--- src/rtl/mpsoc_noc_pkg.sv ---
// ============================================================================
// Module   : mpsoc_noc_pkg
// Brief    : Shared types and the round-robin pick helper for the NoC VC scheduler.
// Revision : 1.0
// ============================================================================
`default_nettype none

package mpsoc_noc_pkg;

    localparam int c_max_ch = 32;
    localparam int c_idx_w  = 5;

    typedef enum logic [0:0] {
        IDLE   = 1'b0,
        LOCKED = 1'b1
    } sched_state_t;

    // Index of the first set bit of req at or after ptr, wrapping modulo n (n <= c_max_ch).
    function automatic logic [c_idx_w-1:0] rr_pick(
        input logic [c_max_ch-1:0] req,
        input logic [c_idx_w-1:0]  ptr,
        input logic [c_idx_w:0]    n
    );
        logic [c_idx_w:0] idx;
        logic             found;
        rr_pick = '0;
        found   = 1'b0;
        for (int i = 0; i < c_max_ch; i++) begin
            idx = {1'b0, ptr} + (c_idx_w+1)'(i);
            if (idx >= n) begin
                idx = idx - n;
            end
            if ((i < int'(n)) && !found && req[idx[c_idx_w-1:0]]) begin
                rr_pick = idx[c_idx_w-1:0];
                found   = 1'b1;
            end
        end
    endfunction

endpackage

`default_nettype wire

--- src/rtl/mpsoc_noc_vchannel_credit.sv ---
// ============================================================================
// Module   : mpsoc_noc_vchannel_credit
// Brief    : Per-VC downstream credit counter with saturation and sticky overflow.
// Revision : 1.0
// ============================================================================
`default_nettype none

module mpsoc_noc_vchannel_credit #(
    parameter int CREDITS = 4,
    parameter int CW      = $clog2(CREDITS+1)
) (
    input  logic          clk,
    input  logic          rst,
    input  logic          dec,
    input  logic          inc,
    output logic [CW-1:0] count,
    output logic          nz,
    output logic          overflow
);

    localparam logic [CW-1:0] c_full = CW'(CREDITS);

    logic [CW-1:0] r_count;
    logic [CW-1:0] w_count_nxt;
    logic          r_nz;
    logic          r_ovf;
    logic          w_ovf_nxt;

    always_comb begin
        w_count_nxt = r_count;
        w_ovf_nxt   = r_ovf;
        if (dec && !inc) begin
            w_count_nxt = r_count - 1'b1;
        end else if (inc && !dec) begin
            // A return into a full counter is a downstream protocol error; saturate.
            if (r_count == c_full) begin
                w_ovf_nxt = 1'b1;
            end else begin
                w_count_nxt = r_count + 1'b1;
            end
        end
    end

    always_ff @(posedge clk) begin
        if (!rst) begin
            r_count <= c_full;
            r_nz    <= 1'b1;
            r_ovf   <= 1'b0;
        end else begin
            r_count <= w_count_nxt;
            r_nz    <= (w_count_nxt != '0);
            r_ovf   <= w_ovf_nxt;
        end
    end

    assign count    = r_count;
    assign nz       = r_nz;
    assign overflow = r_ovf;

endmodule

`default_nettype wire

--- src/rtl/mpsoc_noc_vchannel_sched.sv ---
// ============================================================================
// Module   : mpsoc_noc_vchannel_sched
// Brief    : Credit-based, packet-locked round-robin VC scheduler for a router output mux.
// Revision : 1.0
// ============================================================================
`default_nettype none

module mpsoc_noc_vchannel_sched #(
    parameter int CHANNELS = 7,
    parameter int CREDITS  = 4,
    parameter int CW       = $clog2(CREDITS+1)
) (
    input  logic                clk,
    input  logic                rst,
    input  logic [CHANNELS-1:0] in_valid,
    input  logic [CHANNELS-1:0] in_last,
    input  logic [CHANNELS-1:0] credit_ret,
    output logic [CHANNELS-1:0] select,
    output logic [CHANNELS-1:0] in_ready,
    output logic                xfer,
    output logic [CHANNELS-1:0] credit_nz,
    output logic                credit_err
);

    import mpsoc_noc_pkg::*;

    localparam logic [CHANNELS-1:0] c_one  = CHANNELS'(1);
    localparam logic [c_idx_w-1:0]  c_last = c_idx_w'(CHANNELS-1);
    localparam logic [c_idx_w:0]    c_n    = (c_idx_w+1)'(CHANNELS);

    sched_state_t               r_state;
    sched_state_t               w_state_nxt;
    logic [CHANNELS-1:0]        r_sel;
    logic [CHANNELS-1:0]        w_sel_nxt;
    logic [c_idx_w-1:0]         r_ptr;
    logic [c_idx_w-1:0]         w_ptr_nxt;
    logic [c_idx_w-1:0]         r_cur;
    logic [c_idx_w-1:0]         w_cur_nxt;
    logic [c_idx_w-1:0]         w_pick;
    logic [c_max_ch-1:0]        w_req;
    logic [CHANNELS-1:0]        w_elig;
    logic [CHANNELS-1:0]        w_xfer_vec;
    logic [CHANNELS-1:0]        w_ovf;
    logic [CHANNELS-1:0][CW-1:0] w_count;
    logic                       w_last_xfer;

    assign w_elig      = in_valid & credit_nz;
    assign w_xfer_vec  = r_sel & in_valid & credit_nz;
    assign w_last_xfer = |(w_xfer_vec & in_last);

    always_comb begin
        w_req                 = '0;
        w_req[CHANNELS-1:0]   = w_elig;
    end

    assign w_pick = rr_pick(w_req, r_ptr, c_n);

    always_comb begin
        w_state_nxt = r_state;
        w_sel_nxt   = r_sel;
        w_ptr_nxt   = r_ptr;
        w_cur_nxt   = r_cur;
        case (r_state)
            IDLE: begin
                w_sel_nxt = '0;
                if (|w_elig) begin
                    w_state_nxt = LOCKED;
                    w_sel_nxt   = c_one << w_pick;
                    w_cur_nxt   = w_pick;
                end
            end
            LOCKED: begin
                // Wormhole: only the tail flit releases the lock.
                if (w_last_xfer) begin
                    w_state_nxt = IDLE;
                    w_sel_nxt   = '0;
                    w_ptr_nxt   = (r_cur == c_last) ? '0 : r_cur + 1'b1;
                end
            end
            default: begin
                w_state_nxt = IDLE;
                w_sel_nxt   = '0;
            end
        endcase
    end

    always_ff @(posedge clk) begin
        if (!rst) begin
            r_state <= IDLE;
            r_sel   <= '0;
            r_ptr   <= '0;
            r_cur   <= '0;
        end else begin
            r_state <= w_state_nxt;
            r_sel   <= w_sel_nxt;
            r_ptr   <= w_ptr_nxt;
            r_cur   <= w_cur_nxt;
        end
    end

    generate
        for (genvar c = 0; c < CHANNELS; c++) begin : g_credit
            mpsoc_noc_vchannel_credit #(
                .CREDITS (CREDITS),
                .CW      (CW)
            ) u_credit (
                .clk      (clk),
                .rst      (rst),
                .dec      (w_xfer_vec[c]),
                .inc      (credit_ret[c]),
                .count    (w_count[c]),
                .nz       (credit_nz[c]),
                .overflow (w_ovf[c])
            );

            a_count_bound : assert property (@(posedge clk) disable iff (!rst)
                w_count[c] <= CW'(CREDITS));
        end
    endgenerate

    a_sel_onehot : assert property (@(posedge clk) $onehot0(r_sel));

    assign select     = r_sel;
    assign in_ready   = r_sel & credit_nz;
    assign xfer       = |w_xfer_vec;
    assign credit_err = |w_ovf;

endmodule

`default_nettype wire

--- config.mk ---
export PLATFORM = sky130hd
export DESIGN_NAME = mpsoc_noc_vchannel_sched
export DESIGN_NICKNAME = d
export VERILOG_FILES = /design/src/rtl/mpsoc_noc_pkg.sv /design/src/rtl/mpsoc_noc_vchannel_credit.sv /design/src/rtl/mpsoc_noc_vchannel_sched.sv
export SDC_FILE = /design/constraint.sdc
export NUM_CORES = 1
export LEC_CHECK = 0
export BUFFER_PORTS_ARGS = -buffer_cell sky130_fd_sc_hd__buf_2
export CORE_AREA = 3 3 109 111
export CTS_BUF_LIST = sky130_fd_sc_hd__clkbuf_4
export DETAILED_ROUTE_END_ITERATION = 10
export DIE_AREA = 0 0 112 114
export GPL_TIMING_DRIVEN = 0
export PLACE_DENSITY = 0.76
export SLEW_MARGIN = 0
export SYNTH_ARGS = -nofsm -noshare
export SYNTH_HDL_FRONTEND = slang
export SYNTH_SLANG_ARGS = --single-unit
--- constraint.sdc ---
create_clock -name clk -period 9.1 [get_ports clk]
set_clock_uncertainty 0.2 [all_clocks]
set_input_delay 0.91 -clock clk [delete_from_list [all_inputs] [get_ports clk]]
set_output_delay 0.91 -clock clk [all_outputs]
set_load 0.02 [all_outputs]
After elaboration in Yosys (flattened, before gate mapping)
Index checks and enable logic that the tools add are counted.

Memories kept: 0. Register bits: 53. Logic and storage cells: 212. Bits of input ports: 23. ROM bits: 0. Output and inout port bits: 23. Bits in latches: 0. Memory bits (writable): 0.

Reductions and logical operators: 60. Order comparisons: 14. Eq/ne operators: 9. Divide/modulo/power cells: 0. Add/sub/neg operators: 28. Mux-type cells: 62. Bitwise gates (word level): 13. Shifts and indexed selects: 1. Multiply operators: 0.

Operator list (count): 2-to-1 mux 5 bit (15); 2-to-1 mux 3 bit (21); < comparator 5 x 6 -> 1 bit, second input constant (7); greater-or-equal comparator 6 x 3 -> 1 bit, second input constant (6); bitwise AND 7 bit (5); binary-select mux 1 bit (select 5 bit) (7); subtractor 5 x 3 -> 5 bit, second input constant (7); OR reduction 7 bit (4); adder 3 x 1 -> 3 bit, second input constant (7); equality test 3 bit, second input constant (7); AND reduction 3 bit (7); nonzero test 3 bit (7); subtractor 3 x 1 -> 3 bit, second input constant (7); logical AND 1 bit (20); logical NOT 1 bit (20); adder 5 x 3 -> 6 bit, second input constant (3); 2-to-1 mux 1 bit (15); 2-to-1 mux 7 bit (2); case mux 7 bit (2 select lines) (1); adder 5 x 2 -> 6 bit, second input constant (2); NOT 1 bit (8); << shifter 1 x 5 -> 7 bit, first input constant (1); adder 5 x 1 -> 6 bit, second input constant (1); adder 5 x 1 -> 5 bit, second input constant (1); 5 further kinds (6).

Logic depth before layout (Yosys ltp)
Word-level depth: 26. Gate-level depth with buffers: 17.

Cells and area by module
A second synthesis with hierarchy kept.

Cell total of the unflattened synthesis: 751. Area, all modules: 5855.6 um2.

Modules (own cells, without submodules): mpsoc_noc_vchannel_sched (cells each 513, sequential area each 360.3 um2, area an instance 3841.2 um2, times used 1); mpsoc_noc_vchannel_credit (cells each 34, sequential area each 100.1 um2, area an instance 287.8 um2, times used 7).

Worst setup path before layout
No wires, ideal clock.

Kind: register to register. Start: register r_ptr[0]. End: register r_sel[2], in the netlist select[2]. Slack: 4.846 ns. Data required time: 8.783 ns. Period minus slack after synthesis: 4.254 ns. Stages on the path, launching flop included: 18. Buffers on the path: 4. Arrival time: 3.937 ns. Cell sequence: dfxtp_1 > buf_2 > inv_1 > clkbuf_1 > ha_1 > buf_2 > nor2b_1 > o21a_1 > nor4_2 > buf_4 > a2111oi_0 > or3b_1 > a221oi_4 > a211oi_1 > o41a_1 > a22oi_1 > nor3_1 > a32o_1.

Longest elaborated chain between the ends: 26.

Ends and longest elaborated chain: from (decl) (RTL line mpsoc_noc_vchannel_sched.sv:35) `logic [c_idx_w-1:0] r_ptr;`; from (signal assigned) (RTL line mpsoc_noc_vchannel_sched.sv:96) `r_ptr <= w_ptr_nxt;`; parallel branches: the longest is 22 deep, another holds adder 5 x 1 -> 6 bit; 2-to-1 mux 5 bit (*) (RTL line mpsoc_noc_pkg.sv:33) `if ((i < int'(n)) && !found && req[idx[c_idx_w-1:0]]) begin`; << shifter 1 x 5 -> 7 bit (*) (RTL line mpsoc_noc_vchannel_sched.sv:68) `w_sel_nxt = c_one << w_pick;`; 2-to-1 mux 7 bit (*) (RTL line mpsoc_noc_vchannel_sched.sv:66) `if (|w_elig) begin`; case mux 7 bit (2 select lines) (*) (RTL line mpsoc_noc_vchannel_sched.sv:63) `case (r_state)`; to (signal assigned) (RTL line mpsoc_noc_vchannel_sched.sv:95) `r_sel <= w_sel_nxt;`; to (decl) (RTL line mpsoc_noc_vchannel_sched.sv:33) `logic [CHANNELS-1:0] r_sel;`.

Mark *: on every way between the ends. The select of a mux whose other input is x is not followed. A chain may end at the register's enable or synchronous reset.

Worst setup path in the final report
Start: register r_ptr[0]. End: register r_sel[6], in the netlist select[6].

The elaborated chain is that of the path after synthesis.

==> flow_summary.yaml <==
power:
  seq_power_share: 0.277
  switching_share: 0.463
  p_sw_uw: 539
  p_per_area_nw_per_um2: 195
  p_clk_frac: 0.120
  p_int_uw: 626
  pwr-share-comb: 0.603
  max-vdd-ir-drop_mv: 0.182
  power_leakage_nw: 2.41
grt:
  grt_first_pass_wirelength_mm: 26.8
  grt_max_degree: 18
  track_usage: 0.259
  grt_pass1_vias: 5354
  antenna_found_initial: 0
  grt-ovfl-total: 0
worst_setup_path:
  max_stage_delay_ns: 0.52
  rr_worst_depth: 17
  regToRegSetupSlack_ns: 3.54
  cp.arrival_ns: 5.69
  cp_cell_sequence: "buf_2 > inv_1 > clkbuf_1 > ha_1 > buf_2 > nor2b_1 > o21a_1 > nor4_2 > buf_4 > a2111oi_0 > or3b_1 > a221oi_4 > a211oi_1 > o41a_1 > a22oi_1 > nor3_1 > a32o_1"
  crit_type: "flop to flop"
  end_kind: "flop"
  slowest_stage: "dfxtp_1"
  reg2reg_to: "select[6]"
  crit_buf_inv: 5
  cp_max_fo: 11
  crit_top_cell: "buf_2"
  cp_top_family: "compound AO/OA/AOI/OAI gates"
  startpoint_type: "flop"
  worstReg2RegStart: "r_ptr[0]"
  worstPathRequired_ns: 9.23
clock_tree:
  cts_hold_buffers: 0
  cts_buffer_depth: 2
  clock_latency_ns: 0.41
  cts_root_buf: "clkbuf_4"
  post_cts_buffers: 0
  cts_sinks: 53
  clkTransAtPathRegs_ns: 0.17
  cts_made_buffers: 5
  post_cts_resized: 0
  htreeDepth: 2
  cts_tree: "yes"
detailed_routing:
  via_count: 5808
  wirelength_mm: 16.7
  first_pass_iters: 5
  wire_per_inst_um: 18.3
  drt_drc_violations_left: 0
  drtIter0Drc: 456
  ant_nets: 0
  vias_per_cell: 6.37
layout:
  final_cells: 912
  final_common_cell: "nand2_1"
  layout_common_cells: "nand2_1, a21oi_1, nor2_1"
  utilization: 0.549
  drive_gt1_frac: 0.148
  nets: 831
  syn_to_final_growth_pct: 8.71
  antenna_cells: 0
logic_synthesis:
  synth_top_cell_area_share: 0.193
  synth_cell_types: 92
  synthesis.nets: 780
  synth-edff-count: 0
  synth_area_leaders: "dfxtp_1, ha_1, a21oi_1"
  ys_seq_area_frac: 0.193
  postSynthCellCount: 720
  ys_seq_elements: 53
  avgSynthCellArea_um2: 7.64
  yosysTopAreaCell: "dfxtp_1"
  synth_area_um2: 5500
  synthArstFlopShare: 0
  yosysWarnings: 0
  synth_ff_type: "dfxtp_1"
timing:
  period_minus_slack_ns: 5.56
  setup_viol: 0
  rsz0062_at_grt: "no"
  fmax_mhz: 180
  slew-limit-headroom: 0.543
  period_share: 0.611
  finalHoldViolCount: 0
  finalSetupTns_ns: 0
  worstMarginPinSlew_ns: 0.677
  maxSlewViolCount: 0
outcome:
  outcome: "completed"
floorplanning:
  fp.dieH_um: 114
  row_count: 38
  pin_count: 46
  die_w_um: 112
  core-area_um2: 10900
  start_util: 0.505
  die_area_um2: 12800
hold_path:
  hp-start: "g_credit[5].u_credit.overflow"
  min_delay_path_depth: 2
  min_path_type: "flop to flop"
  hold_end: "g_credit[5].u_credit.overflow"
placement:
  placed_cells_incl_taps: 904
  portBuffers: 44
  place.detailed.hpwl_mm: 12.8
  gp_congestion: 1.05
run:
  cap_violations: 0
layer usage:
layer | share of wire | track usage | wire length, um
met1 | 0.40 | 0.333 | 6610
met2 | 0.48 | 0.447 | 7980
met3 | 0.095 | 0.0329 | 1590
met4 | 0.032 | 0.0921 | 533
met5 | 0 | 0 | 0
flip-flops by register name, indices dropped and copies added, names as in the netlist:
register / cells
g_credit.u_credit.count: 21
g_credit.u_credit.nz: 7
g_credit.u_credit.overflow: 7
select: 7
r_cur: 5
r_ptr: 5
r_state: 1
cell type report:
class                           count  area [um2]
Tap cell                          140         175
Timing Repair Buffer               44         220
Clock inverter                      3        46.3
Buffer                             46         262
Sequential cell                    53        1060
Multi-Input combinational cell    595        4080
Clock buffer                        5        37.5
Fill cell                         973        4910
Inverter                           26        97.6
power by group through the flow:
stage	registers, mW	clock network, mW	logic, mW
global placement	0.324	0	0.668
global route	0.329	0.149	0.772
floorplan	0.321	0	0.528
CTS	0.322	0.141	0.691
detailed placement	0.327	0	0.686
finish	0.323	0.139	0.703
worst max path at each step:
stage,start,endpoint,slack [ns],cells after the start
final,r_ptr[0],select[6],3.54,17
after global routing,r_ptr[0],select[6],3.43,17
after CTS,r_ptr[0],select[2],3.72,17
after detailed placement,r_ptr[0],select[6],3.74,17
after global placement,r_ptr[0],select[2],3.76,17
after floorplan,r_ptr[0],select[2],4.85,17
logic make-up after synthesis:
family / after synthesis / synth area share
buf+inv: 72 / 0.0653
mux: 28 / 0.0564
compound gates: 223 / 0.292
fa+ha+maj: 39 / 0.0878
xor+xnor: 36 / 0.0601
simple gates: 269 / 0.245
flops: 53 / 0.193
worst reg2reg max path, cell delays in order (launching register included):
cell and delay, ns:
dfxtp_1 0.52, buf_2 0.29, inv_1 0.20, clkbuf_1 0.35, ha_1 0.31, buf_2 0.18, nor2b_1 0.17, o21a_1 0.21
nor4_2 0.45, buf_4 0.25, a2111oi_0 0.08, or3b_1 0.43, a221oi_4 0.42, a211oi_1 0.09, o41a_1 0.41, a22oi_1 0.49
nor3_1 0.14, a32o_1 0.29
cell usage after synthesis, types with 9 or more instances:
master    instances
nand3_1          22
mux2i_1          22
nor3_1           10
buf_2            11
ha_1             37
a21oi_1          67
inv_1            23
a211oi_1         13
o21ai_0          25
nor2_1           63
nand2_1          82
clkbuf_1         20
nand2b_1         10
and2_1           25
a31oi_1           9
xnor2_1          28
buf_4             9
or3_1            10
dfxtp_1          53
stage by stage:
stage	instance area [um2]	setup slack (ns)	hold slack (ns)	power, mW
2_1_floorplan	5500	4.85	0.241	0.850
3_3_place_gp	5900	3.76	0.262	0.992
3_5_place_dp	5900	3.74	0.262	1.01
4_1_cts	5980	3.72	0.301	1.15
5_1_grt	5980	3.43	0.329	1.25
6_report	5980	3.54	0.300	1.17
No activity file was read; power rests on OpenSTA's default activity.
